$ cat config.mk
export PLATFORM = sky130hd
export DESIGN_NAME = obj_centroid
export DESIGN_NICKNAME = d
export VERILOG_FILES = /design/src/rtl/obj_locate_pkg.sv /design/src/rtl/obj_bbox_acc.sv /design/src/rtl/obj_centroid.sv
export SDC_FILE = /design/constraint.sdc
export NUM_CORES = 1
export LEC_CHECK = 0
export CELL_PAD_IN_SITES_DETAIL_PLACEMENT = 0
export CELL_PAD_IN_SITES_GLOBAL_PLACEMENT = 1
export CORE_ASPECT_RATIO = 0.5
export CORE_UTILIZATION = 40
export DETAILED_ROUTE_END_ITERATION = 12
export PLACE_DENSITY_LB_ADDON = 0.08
export SYNTH_ARGS = -nofsm -noshare
export SYNTH_HDL_FRONTEND = slang
export SYNTH_SLANG_ARGS = --single-unit
$ cat constraint.sdc
create_clock -name clk -period 9 [get_ports clk]
set_input_delay 2.25 -clock clk [delete_from_list [all_inputs] [get_ports clk]]
set_output_delay 2.25 -clock clk [all_outputs]
set_load 0.01 [all_outputs]
$ cat src/rtl/obj_locate_pkg.sv
// Shared types for the per-frame object locator: FSM states, bounding box record,
// the "no object" marker and the centre/pack helper.
package obj_locate_pkg;

    typedef enum logic [1:0] {
        WAIT_SOF = 2'd0,
        ACCUM    = 2'd1,
        EMIT     = 2'd2
    } state_t;

    // Coordinates are carried zero-extended to 16 bits so the packed word layout is fixed.
    typedef struct packed {
        logic [15:0] xmin;
        logic [15:0] xmax;
        logic [15:0] ymin;
        logic [15:0] ymax;
    } bbox_t;

    localparam logic [31:0] NO_OBJ = 32'hFFFF_FFFF;

    // Box centre packed as {cy, cx}; the 17-bit sums cannot overflow.
    function automatic logic [31:0] loc_pack(input bbox_t b);
        logic [16:0] sx;
        logic [16:0] sy;
        sx = {1'b0, b.xmin} + {1'b0, b.xmax};
        sy = {1'b0, b.ymin} + {1'b0, b.ymax};
        return {sy[16:1], sx[16:1]};
    endfunction

endpackage

$ cat src/rtl/obj_bbox_acc.sv
// Bounding-box and hot-pixel accumulator. Optional OBJ_MIN_PIX_EN keeps a 32-bit
// saturating hot count checked against MIN_PIX; otherwise a single "any hot" flag.
module obj_bbox_acc
    import obj_locate_pkg::*;
#(
    parameter int COORD_W = 16
`ifdef OBJ_MIN_PIX_EN
    ,
    parameter int MIN_PIX = 16
`endif
) (
    input  logic               clk,
    input  logic               rst,
    input  logic               init,
    input  logic               hot,
    input  logic [COORD_W-1:0] x,
    input  logic [COORD_W-1:0] y,
    output bbox_t              bbox,
    output logic               obj_valid
);

    logic [15:0] xv;
    logic [15:0] yv;
    logic        have;
    logic        load;

    assign xv = 16'(x);
    assign yv = 16'(y);

`ifdef OBJ_MIN_PIX_EN
    logic [31:0] npix;

    always_ff @(posedge clk) begin
        if (rst) begin
            npix <= '0;
        end else if (init) begin
            npix <= {31'd0, hot};
        end else if (hot && (npix != '1)) begin
            npix <= npix + 32'd1;
        end
    end

    assign have      = (npix != '0);
    assign obj_valid = (npix >= 32'(MIN_PIX));
`else
    logic any_hot;

    always_ff @(posedge clk) begin
        if (rst) begin
            any_hot <= 1'b0;
        end else if (init) begin
            any_hot <= hot;
        end else if (hot) begin
            any_hot <= 1'b1;
        end
    end

    assign have      = any_hot;
    assign obj_valid = any_hot;
`endif

    // The first hot pixel of a frame loads the box outright instead of min/max merging.
    assign load = hot && (init || !have);

    always_ff @(posedge clk) begin
        if (rst) begin
            bbox <= '0;
        end else if (load) begin
            bbox <= '{xmin: xv, xmax: xv, ymin: yv, ymax: yv};
        end else if (hot) begin
            if (xv < bbox.xmin) bbox.xmin <= xv;
            if (xv > bbox.xmax) bbox.xmax <= xv;
            if (yv < bbox.ymin) bbox.ymin <= yv;
            if (yv > bbox.ymax) bbox.ymax <= yv;
        end else if (init) begin
            bbox <= '0;
        end
    end

endmodule

$ cat src/rtl/obj_centroid.sv
// Per-frame object locator: thresholds an AXI4-Stream frame, emits {cy, cx} of the hot-pixel
// bounding box centre or NO_OBJ. Build option OBJ_MIN_PIX_EN enables the MIN_PIX count check.
module obj_centroid
    import obj_locate_pkg::*;
#(
    parameter int PIX_W   = 8,
    parameter int COORD_W = 16,
    parameter int IMG_W   = 1280,
    parameter int IMG_H   = 720,
    parameter int MIN_PIX = 16
) (
    input  logic             clk,
    input  logic             rst,
    input  logic [PIX_W-1:0] thresh,
    input  logic [PIX_W-1:0] s_axis_tdata,
    input  logic             s_axis_tuser,
    input  logic             s_axis_tlast,
    input  logic             s_axis_tvalid,
    output logic             s_axis_tready,
    output logic [31:0]      m_axis_tdata,
    output logic             m_axis_tvalid,
    input  logic             m_axis_tready
);

    if (COORD_W < 1 || COORD_W > 16 || MIN_PIX < 1 ||
        IMG_W > (1 << COORD_W) || IMG_H > (1 << COORD_W)) begin : g_bad_cfg
        $error("obj_centroid: unsupported parameter set");
    end

    // Handshakes: a beat moves on a rising clk edge where valid && ready are both high;
    // valid never waits on ready, and an offered output word is held until taken.
    state_t             state;
    state_t             state_nx;
    logic [COORD_W-1:0] x_q;
    logic [COORD_W-1:0] y_q;
    logic [COORD_W-1:0] cur_x;
    logic [COORD_W-1:0] cur_y;
    logic [PIX_W-1:0]   thresh_q;
    logic [PIX_W-1:0]   thr_eff;
    logic               accept;
    logic               sof;
    logic               in_frame;
    logic               hot;
    logic               eof;
    bbox_t              bbox;
    logic               obj_valid;

    assign accept   = s_axis_tvalid && s_axis_tready;
    assign sof      = accept && s_axis_tuser;
    assign in_frame = sof || (accept && (state == ACCUM));

    // A start-of-frame beat is pixel (0,0) and is judged against the threshold arriving with it.
    assign cur_x    = sof ? '0 : x_q;
    assign cur_y    = sof ? '0 : y_q;
    assign thr_eff  = s_axis_tuser ? thresh : thresh_q;
    assign hot      = in_frame && (s_axis_tdata >= thr_eff);
    assign eof      = in_frame && s_axis_tlast && (cur_y == COORD_W'(IMG_H - 1));

    always_ff @(posedge clk) begin
        if (rst) begin
            x_q      <= '0;
            y_q      <= '0;
            thresh_q <= '0;
        end else begin
            if (sof) thresh_q <= thresh;
            if (in_frame) begin
                if (s_axis_tlast) begin
                    x_q <= '0;
                    y_q <= cur_y + 1'b1;
                end else begin
                    x_q <= (cur_x == COORD_W'(IMG_W - 1)) ? cur_x : cur_x + 1'b1;
                    y_q <= cur_y;
                end
            end
        end
    end

    obj_bbox_acc #(
        .COORD_W (COORD_W)
`ifdef OBJ_MIN_PIX_EN
        ,
        .MIN_PIX (MIN_PIX)
`endif
    ) u_acc (
        .clk       (clk),
        .rst       (rst),
        .init      (sof),
        .hot       (hot),
        .x         (cur_x),
        .y         (cur_y),
        .bbox      (bbox),
        .obj_valid (obj_valid)
    );

    always_ff @(posedge clk) begin
        if (rst) begin
            state <= WAIT_SOF;
        end else begin
            state <= state_nx;
        end
    end

    always_comb begin
        state_nx = state;
        case (state)
            WAIT_SOF: begin
                if (eof) begin
                    state_nx = EMIT;
                end else if (sof) begin
                    state_nx = ACCUM;
                end
            end
            ACCUM: begin
                if (eof) state_nx = EMIT;
            end
            EMIT: begin
                if (m_axis_tready) state_nx = WAIT_SOF;
            end
            default: state_nx = WAIT_SOF;
        endcase
    end

    // The box is frozen during EMIT because no input beat is accepted there.
    always_comb begin
        s_axis_tready = 1'b1;
        m_axis_tvalid = 1'b0;
        m_axis_tdata  = '0;
        if (state == EMIT) begin
            s_axis_tready = 1'b0;
            m_axis_tvalid = 1'b1;
            m_axis_tdata  = obj_valid ? loc_pack(bbox) : NO_OBJ;
        end
    end

endmodule

==> key figures, run 1 <==
Status
  • Outcome: finished clean

Finish
  • Number of antenna diodes: 0
  • Layout cells sized above 1: under 10%
  • Design area: between 8000 and 9000 um2
  • Fillers: roughly 1900
  • Fin nets: roughly 1100
  • Area Overhead vs Synth: 12.14%

Floorplanning
  • Die Span Y: about 100 um
  • Boundary Pins: 56
  • Row cnt: 35
  • Die area: between 20000 and 25000 um2
  • Core ar.: between 15000 and 20000 um2
  • Die W: approximately 200 um
  • Initial Util: a little over two fifths

STA
  • Post-Route Setup TNS: 0 ns
  • Fin. Hold Viols: 0
  • Slew @ Worst Pin: roughly 0.92 ns
  • Final Skew: 0.007455 ns
  • FMAX: roughly 160 MHz
  • Final cycle utilization of the critical path: 69.15%
  • Final hold slack: 0.4598 ns
  • Max-slew headroom: a little under 40%
  • Final-report setup violation count: 0
  • RSZ-0062 raised after global routing: false
  • Shortest period the worst path allows: 6.224 ns
  • Max-slew violation count: 0

Clock tree
  • CTS Sinks: approximately 110
  • CTS clk-pin slew, worst paths: approximately 0.080 ns
  • CTS tree: done
  • Clock latency on the worst-skew pair: 0.36 ns
  • Clk root buf: clkbuf_16
  • CTS max path bufs: 2
  • TritonCTS buffer count: 9
  • Post-CTS Setup Repair Bufs: 0
  • # hold bufs at CTS: 0
  • Post-CTS sizing: 0
  • CTS H-tree depth: 3

Global route
  • First-pass GRT wire length: roughly 35000 um
  • Largest net degree at the start of global routing: 56
  • Initial antenna violation count: 0
  • Grt ovf: 0
  • Vias in the first global route: between 6000 and 7000
  • Total track usage: a little over a fifth

Power and ir drop
  • Clock power frac: approximately 40%
  • Pwr dens: between 100 and 150 nW/um2
  • Internal power: ~710 uW
  • VDD IR max: approximately 0.064 mV
  • Leak Pwr: ~0.0036 uW
  • Seq pwr share: 49.6%
  • Switching pwr: 259.2 uW
  • Switching share of power: between 20% and 30%
  • Comb pwr share: 10.4%

Logic synthesis
  • Cells after synthesis: approximately 950
  • Syn nets: approximately 1100
  • Synth Flop Type: dfxtp_1
  • Post-Syn Area: 7833 um2
  • Warnings, synthesis: 0
  • Number of flops mapped to enable cells by yosys: 0
  • Sequential element share of the synthesized area: 27.35%
  • Syn Area/Cell: 8.271 um2
  • Register bit total from synthesis: between 100 and 150
  • FFs w/ async S/R, synth: 0%
  • Count of cell types in the netlist: 84

Critical path
  • Crit end category: register
  • CP required: between 9 and 10 ns
  • CP Class: in -> reg
  • Startpoint types: input port
  • CP Data Arrival Time: between 6 and 7 ns
  • Worst-path maximum fanout: 16

Placed design
  • GPL Wtd Cong: 0.8365
  • PortBufs: 55
  • DP Area: 8504 um2
  • Detail Placement HPWL: roughly 16000 um

Detailed routing
  • Initial drt markers: 250
  • Vias per Instance: roughly 5.6
  • Drt pass-1 iters: 4
  • Vias: 6901
  • DRC Markers: 0
  • Post-DR wirelength/cell: ~17 um
  • Routed Antenna Nets: 0
  • Final WL: 21280 um

Min path
  • Hold Path Class: reg -> reg

Run
  • Max_cap viols: 0
sequential cells by signal, indices dropped and copies added (netlist names):
| signal | count |
|---|---|
| thresh_q | 8 |
| x_q | 16 |
| state | 2 |
| y_q | 16 |
| u_acc.obj_valid | 1 |
| u_acc.bbox | 64 |
cells in the mapped netlist, types with 8 or more instances:
cell | number | area [um2]
a21o_1 | 19 | 142.6
a21oi_1 | 86 | 430.4
a22o_1 | 46 | 402.9
and2_1 | 16 | 100.1
clkbuf_1 | 22 | 82.58
dfxtp_1 | 107 | 2142
ha_1 | 95 | 1189
inv_1 | 88 | 330.3
nand2_1 | 72 | 270.3
nand2b_1 | 8 | 50.05
nand3_1 | 27 | 135.1
nand4_1 | 16 | 100.1
nor2_1 | 62 | 232.7
nor3_1 | 12 | 60.06
nor4_1 | 10 | 62.56
o21a_1 | 9 | 67.56
o21ai_0 | 42 | 210.2
o2bb2ai_1 | 17 | 148.9
xnor2_1 | 22 | 192.7
xor2_1 | 18 | 157.7
final cells by class:
class	instances	area, um2	share of cell area (%)
inverters	90	340.3	3.875
flip-flops and latches	107	2142	24.39
well taps	259	324.1	3.689
multi-input cells	710	5117	58.26
repair buffers	59	580.6	6.610
clock inverters	5	36.28	0.4131
clock buffers	11	242.7	2.764
cell usage in the layout, fill, tap and decap left out, types with 7 or more instances in the layout:
cell type / Yosys / layout
nand4_1: 16 / 16
o21ai_0: 42 / 42
o2bb2ai_1: 17 / 17
nand2b_1: 8 / 8
o21a_1: 9 / 9
xnor2_1: 22 / 22
nor2_1: 62 / 62
xor2_1: 18 / 18
a22o_1: 46 / 46
mux2i_1: 7 / 7
nor2b_1: 7 / 7
nand2_1: 72 / 72
nor4_1: 10 / 10
nand3_1: 27 / 27
clkdlybuf4s50_1: 0 / 55
a21o_1: 19 / 19
and2_1: 16 / 16
clkbuf_16: 0 / 9
nor3_1: 12 / 12
a21oi_1: 86 / 86
and3_1: 7 / 7
inv_1: 88 / 88
dfxtp_1: 107 / 107
ha_1: 95 / 95
stage by stage:
step,util (%),setup WS [ns],power [uW],std cells
after detailed placement,45.27,2.419,591.5,1225
final,46.75,2.776,967.1,1241
after floorplan,-,3.865,559.0,947
after CTS,46.75,2.772,974.7,1241
after global routing,46.75,2.468,1005,1241
after global placement,45.27,2.483,590.5,1225
worst paths after layout:
kind,to,depth (start not counted),from,slack (ns)
worst max-delay path,u_acc.bbox[41],11,s_axis_tuser,2.78
worst min-delay path,thresh_q[0],2,thresh_q[0],0.46
worst max register to register,u_acc.bbox[41],11,state[0],4.71
worst min register to register,thresh_q[0],2,thresh_q[0],0.46
critical path, stage by stage:
cell	delay [ns]
clkdlybuf4s50_1	0.88
nand2_2	0.37
nor2_1	0.76
nor2_1	0.25
ha_1	0.35
nand4_1	0.07
nor2_1	0.17
nand4_1	0.12
or4_4	0.44
o21ai_2	0.62
a22o_1	0.24
cells by family after synthesis:
logic type                 Yosys count  share of synthesized area (%)
AOI/OAI and AO/OA                  294                          26.45
xor gates and xnor gates            40                          4.473
adders and majority gates           99                          15.96
buffers and inverters              130                          7.316
DFF                                107                          27.35
muxes                                8                          1.038
and+or+nand+nor                    269                          17.41
power groups by stage:
stage          combinational [uW]  clock (uW)  sequential (uW)
2_1_floorplan                69.7           0              489
3_3_place_gp                 99.7           0              491
3_5_place_dp                  101           0              491
4_1_cts                       101         394              480
5_1_grt                       111         414              480
6_report                      101         387              480
per-layer routing:
metal	track usage [%]	part of all wire [%]	vias to the layer above
met4	5.344	1.1	0
li1	-	-	3490
met3	4.149	3.0	18
met1	28.66	50	3305
met2	37.50	46	88
met5	0	0	-
(Power assumes the default switching activity.)
==> inputs of run 2 (changes only) <==
==> constraint.sdc (replaced) <==
create_clock -name clk -period 6.5 [get_ports clk]
set_input_delay 1.625 -clock clk [delete_from_list [all_inputs] [get_ports clk]]
set_output_delay 1.625 -clock clk [all_outputs]
set_load 0.01 [all_outputs]
==> key figures, run 2 (synthesis results as in run 1) <==
Detailed routing
  • Vias: 6927
  • DRC Markers: 0
  • Drt pass-1 iters: 5
  • Routed Antenna Nets: 0
  • Initial drt markers: approximately 290
  • Final WL: ~21000 um
  • Post-DR wirelength/cell: 16.95 um
  • Vias per Instance: between 5 and 6

STA
  • Final worst slack: around 1.3 ns
  • Final-report setup violation count: 0
  • RSZ-0062 raised after global routing: false
  • Post-Route Setup TNS: 0 ns
  • Max-slew violation count: 0
  • Slew @ Worst Pin: ~0.85 ns
  • Final cycle utilization of the critical path: 79.56%
  • Fin. Hold Viols: 0
  • Shortest period the worst path allows: between 5 and 6 ns
  • Max-slew headroom: a little over two fifths
  • Final Skew: 0.01617 ns
  • FMAX: between 150 and 200 MHz

Global route
  • Largest net degree at the start of global routing: 56
  • Total track usage: around 22%
  • Vias in the first global route: around 6800
  • Initial antenna violation count: 0
  • Grt ovf: 0
  • First-pass GRT wire length: 34710 um

Clock tree
  • Clk root buf: clkbuf_16
  • CTS tree: done
  • CTS H-tree depth: 3
  • Post-CTS sizing: 0
  • # hold bufs at CTS: 0
  • CTS clk-pin slew, worst paths: approximately 0.080 ns
  • Post-CTS Setup Repair Bufs: 0
  • CTS max path bufs: 2
  • CTS Sinks: about 110
  • TritonCTS buffer count: 9
  • Clock latency on the worst-skew pair: 0.36 ns

Power and ir drop
  • VDD IR max: between 0.1 and 0.15 mV
  • Leak Pwr: roughly 0.0037 uW
  • Pwr dens: approximately 160 nW/um2

Run
  • Max_cap viols: 0

Critical path
  • Slowest CP cell: clkdlybuf4s50_1
  • Top Family by Delay on Critical Path: compound AO/OA/AOI/OAI gates
  • Worst path max stage delay: 0.56 ns
  • CP required: about 4.9 ns
  • CP Data Arrival Time: between 3 and 4 ns
  • CP Cell Sequence: inv_1 -> fa_1 -> nor2b_1 -> o21ai_0 -> a21boi_0 -> o221ai_1 -> a31oi_1 -> a21o_1 -> a211oi_1 -> nor2_1 -> clkdlybuf4s50_1
  • Startpoint types: register
  • Buf+Inv Stages, Crit Path: 2
  • CP Class: reg -> out
  • Crit end category: primary output
  • R2R Setup Slk: between 2 and 3 ns
  • Worst-path maximum fanout: 4

Floorplanning
  • Row cnt: 35
  • Die Span Y: between 100 and 150 um
  • Die W: between 150 and 200 um
  • Die area: a little over 20000 um2
  • Core ar.: 18790 um2
  • Initial Util: 41.69%
  • Boundary Pins: 56

Min path
  • Hold Path Class: reg -> reg

Placed design
  • PortBufs: between 50 and 60
  • Detail Placement HPWL: about 16000 um
  • Inst Count DP: 1231
  • Place WS: 1.025 ns
  • GPL Wtd Cong: 0.8183

Finish
  • Area Overhead vs Synth: 13.21%
  • Layout cells sized above 1: 6.073%
  • Max reg flops: 64
  • Fin nets: approximately 1100
  • Top flop regs: u_acc.bbox: 64 flops, x_q: 16 flops, y_q: 16 flops
  • Most flops, register: u_acc.bbox
  • Number of antenna diodes: 0
  • Commonest cells after routing, fill and taps aside: dfxtp_1, ha_1, inv_1, a21oi_1, nand2_1
  • Non-filler instance count after layout: between 1000 and 1500
  • Most common cell after layout, fill and taps aside: dfxtp_1

Status
  • Outcome: finished clean
run 2: cell type report:
class	instances	area, um2
repair buffers	65	625.6
fillers	1849	9920
clock buffers	10	239.0
inverters	90	340.3
well taps	259	324.1
clock inverters	6	78.83
multi-input cells	710	5117
flip-flops and latches	107	2142
run 2: routing by layer:
metal	track usage, %	part of all wire (%)	routed length [um]	up-vias
li1	-	-	-	3506
met2	38.06	46	9723	95
met4	4.639	1.1	243	0
met5	0	0	0	-
met3	3.647	3.3	701	18
met1	28.56	50	10470	3308
run 2: worst paths after layout:
kind / start / endpoint / cells past startpoint
setup / recovery: u_acc.bbox[33] / m_axis_tdata[15] / 11
hold / removal: thresh_q[2] / thresh_q[2] / 2
setup reg to reg: state[0] / u_acc.bbox[9] / 13
hold reg to reg: thresh_q[2] / thresh_q[2] / 2
run 2: report_power, final:
part	switching (uW)	total, uW	internal (uW)
clock network	277	597	319
logic	93.0	145	51.8
registers	4.56	664	660
total	375	1410	1030
run 2: worst register-to-register path: stages, from the launching register on:
cell and delay, ns:
dfxtp_1 0.47, nand2b_4 0.52, nand2_4 0.47, nand2_1 0.27, inv_1 0.11, ha_1 0.30
a21o_1 0.18, a21oi_1 0.13, nor2b_1 0.08, or4b_2 0.64, o211ai_2 0.14, nor2_2 0.07
nor2_4 0.36, a22o_1 0.20
run 2: per-stage QoR:
| step | util, % | power (uW) | area [um2] | hold WS, ns |
|---|---|---|---|---|
| floorplan | - | 773.9 | 7833 | 0.4338 |
| global placement | 45.51 | 823.0 | 8549 | 0.4432 |
| detailed placement | 45.51 | 824.3 | 8549 | 0.4491 |
| CTS | 47.20 | 1418 | 8867 | 0.4595 |
| global route | 47.20 | 1451 | 8867 | 0.4856 |
| finish | 47.20 | 1405 | 8867 | 0.4559 |
==> inputs of run 3 (changes only) <==
==> constraint.sdc (replaced) <==
create_clock -name clk -period 5.2 [get_ports clk]
set_input_delay 1.3 -clock clk [delete_from_list [all_inputs] [get_ports clk]]
set_output_delay 1.3 -clock clk [all_outputs]
set_load 0.01 [all_outputs]
==> key figures, run 3 (synthesis results as in run 1) <==
Status
  • Outcome: finished clean

Finish
  • Most common cell after layout, fill and taps aside: dfxtp_1
  • Non-filler instance count after layout: 1259
  • Commonest cells after routing, fill and taps aside: dfxtp_1, ha_1, inv_1, a21oi_1, nand2_1
  • Fin nets: roughly 1100
  • Area Overhead vs Synth: 13.98%
  • Design area: 8927 um2
  • Layout cells sized above 1: 7.100%
  • Core Util, Final: a little under half
  • Max reg flops: 64
  • Top flop regs: u_acc.bbox: 64 flops, x_q: 16 flops, y_q: 16 flops
  • Most flops, register: u_acc.bbox
  • Number of antenna diodes: 0

STA
  • FMAX: between 200 and 250 MHz
  • RSZ-0062 raised after global routing: false
  • Final Skew: between 0.01 and 0.015 ns
  • Fin. Hold Viols: 0
  • Max-slew violation count: 0
  • Slew @ Worst Pin: 0.9238 ns
  • Final cycle utilization of the critical path: between 90% and 100%
  • Max-slew headroom: ~38%
  • Shortest period the worst path allows: 4.881 ns
  • Post-Route Setup TNS: 0 ns
  • Final-report setup violation count: 0

Floorplanning
  • Die Span Y: between 100 and 150 um
  • Core ar.: 18790 um2
  • Die area: 20180 um2
  • Row cnt: 35
  • Boundary Pins: 56
  • Die W: 199.9 um
  • Initial Util: a little over two fifths

Placed design
  • Detail Placement HPWL: approximately 16000 um
  • PortBufs: between 50 and 60
  • DP Area: between 8000 and 9000 um2
  • GPL Wtd Cong: about 0.84
  • Inst Count DP: 1243

Detailed routing
  • Initial drt markers: roughly 380
  • Routed Antenna Nets: 0
  • Drt pass-1 iters: 5
  • Post-DR wirelength/cell: between 15 and 20 um
  • DRC Markers: 0
  • Vias: just under 7000
  • Vias per Instance: ~5.5
  • Final WL: around 22000 um

Critical path
  • FF-to-FF Start: state[0]
  • CP Data Arrival Time: roughly 3.6 ns
  • Worst-path maximum fanout: 5
  • R2R Path End: u_acc.bbox[9]
  • Slowest CP cell: clkdlybuf4s50_1
  • Startpoint types: register
  • Reg2Reg Depth: 13
  • Crit end category: primary output
  • CP Cell Sequence: ha_1 -> nor2b_1 -> o31a_1 -> o211ai_1 -> a21oi_1 -> or3_1 -> a31o_2 -> a2111oi_0 -> nor3_1 -> clkdlybuf4s50_1
  • R2R Setup Slk: roughly 1.1 ns
  • CP Class: reg -> out
  • CP required: 3.90 ns
  • Worst path max stage delay: about 0.5 ns

Clock tree
  • Post-CTS sizing: 0
  • CTS H-tree depth: 3
  • Clk root buf: clkbuf_16
  • # hold bufs at CTS: 0
  • CTS Sinks: 107
  • CTS tree: done
  • TritonCTS buffer count: 9
  • CTS clk-pin slew, worst paths: about 0.07 ns
  • Post-CTS Setup Repair Bufs: 0
  • CTS max path bufs: 2
  • Clock latency on the worst-skew pair: roughly 0.35 ns

Run
  • Max_cap viols: 0

Global route
  • Initial antenna violation count: 0
  • Grt ovf: 0
  • First-pass GRT wire length: 35480 um
  • Largest net degree at the start of global routing: 44
  • Total track usage: between 20 and 25%
  • Vias in the first global route: slightly below 7000

Power and ir drop
  • Comb pwr share: between 10% and 20%
  • Switching pwr: ~460 uW
  • VDD IR max: ~0.15 mV
  • Internal power: ~1200 uW
  • Seq pwr share: about half
  • Pwr dens: between 150 and 200 nW/um2
  • Final total power: about 1700 uW
  • Leak Pwr: 0.003735 uW
  • Clock power frac: around two fifths
  • Switching share of power: 27.09%

Min path
  • Hold Crit Start: thresh_q[7]
  • Worst Hold End: thresh_q[7]
  • Worst Hold Depth: 2
  • Hold Path Class: reg -> reg
## run 3: power groups by stage
stage	registers, uW	logic, uW	clock network [uW]
after floorplan	847	121	0
final	834	182	681
after global routing	835	197	731
after detailed placement	854	181	0
after global placement	853	179	0
after CTS	834	182	700
## run 3: how the worst max path moves through the flow
| stage | start | end | slack, ns | cells after the start |
|---|---|---|---|---|
| global route | u_acc.bbox[2] | m_axis_tdata[31] | 0.03 | 10 |
| global placement | s_axis_tuser | u_acc.bbox[15] | 0.13 | 14 |
| floorplan | s_axis_tvalid | u_acc.bbox[10] | 1.01 | 15 |
| detailed placement | s_axis_tuser | u_acc.bbox[12] | 0.09 | 14 |
| finish | u_acc.bbox[2] | m_axis_tdata[31] | 0.32 | 10 |
| CTS | u_acc.bbox[2] | m_axis_tdata[31] | 0.31 | 10 |
## run 3: cell type report
class / instances / area (um2)
fill: 1877 / 9859
multi-input combinational: 710 / 5117
sequential: 107 / 2142
timing repair buffer: 77 / 715.7
inverter: 90 / 340.3
tap: 259 / 324.1
clock buffer: 11 / 242.7
clock inverter: 5 / 45.04
## run 3: metrics by stage
stage | hold WS [ns] | worst slack, ns
final | 0.4542 | 0.3192
after global routing | 0.4761 | 0.02788
after CTS | 0.4576 | 0.3086
after detailed placement | 0.4471 | 0.09114
after global placement | 0.4413 | 0.1326
after floorplan | 0.4338 | 1.015
## run 3: critical path: cells and delay by family, from the launching register on
family	cells	cell delay, ns
adder cells (fa/ha/maj)	1	0.31
buffers and inverters	1	0.51
AND/OR/NAND/NOR	3	0.66
flip-flops	1	0.44
AO/OA/AOI/OAI	5	1.33
## run 3: routing by layer
layer / GRT usage (%) / vias up / share of wire (%)
li1: - / 3530 / -
met4: 4.228 / 0 / 0.78
met3: 3.479 / 17 / 2.7
met5: 0 / - / 0
met1: 30.52 / 3324 / 51
met2: 37.31 / 93 / 46
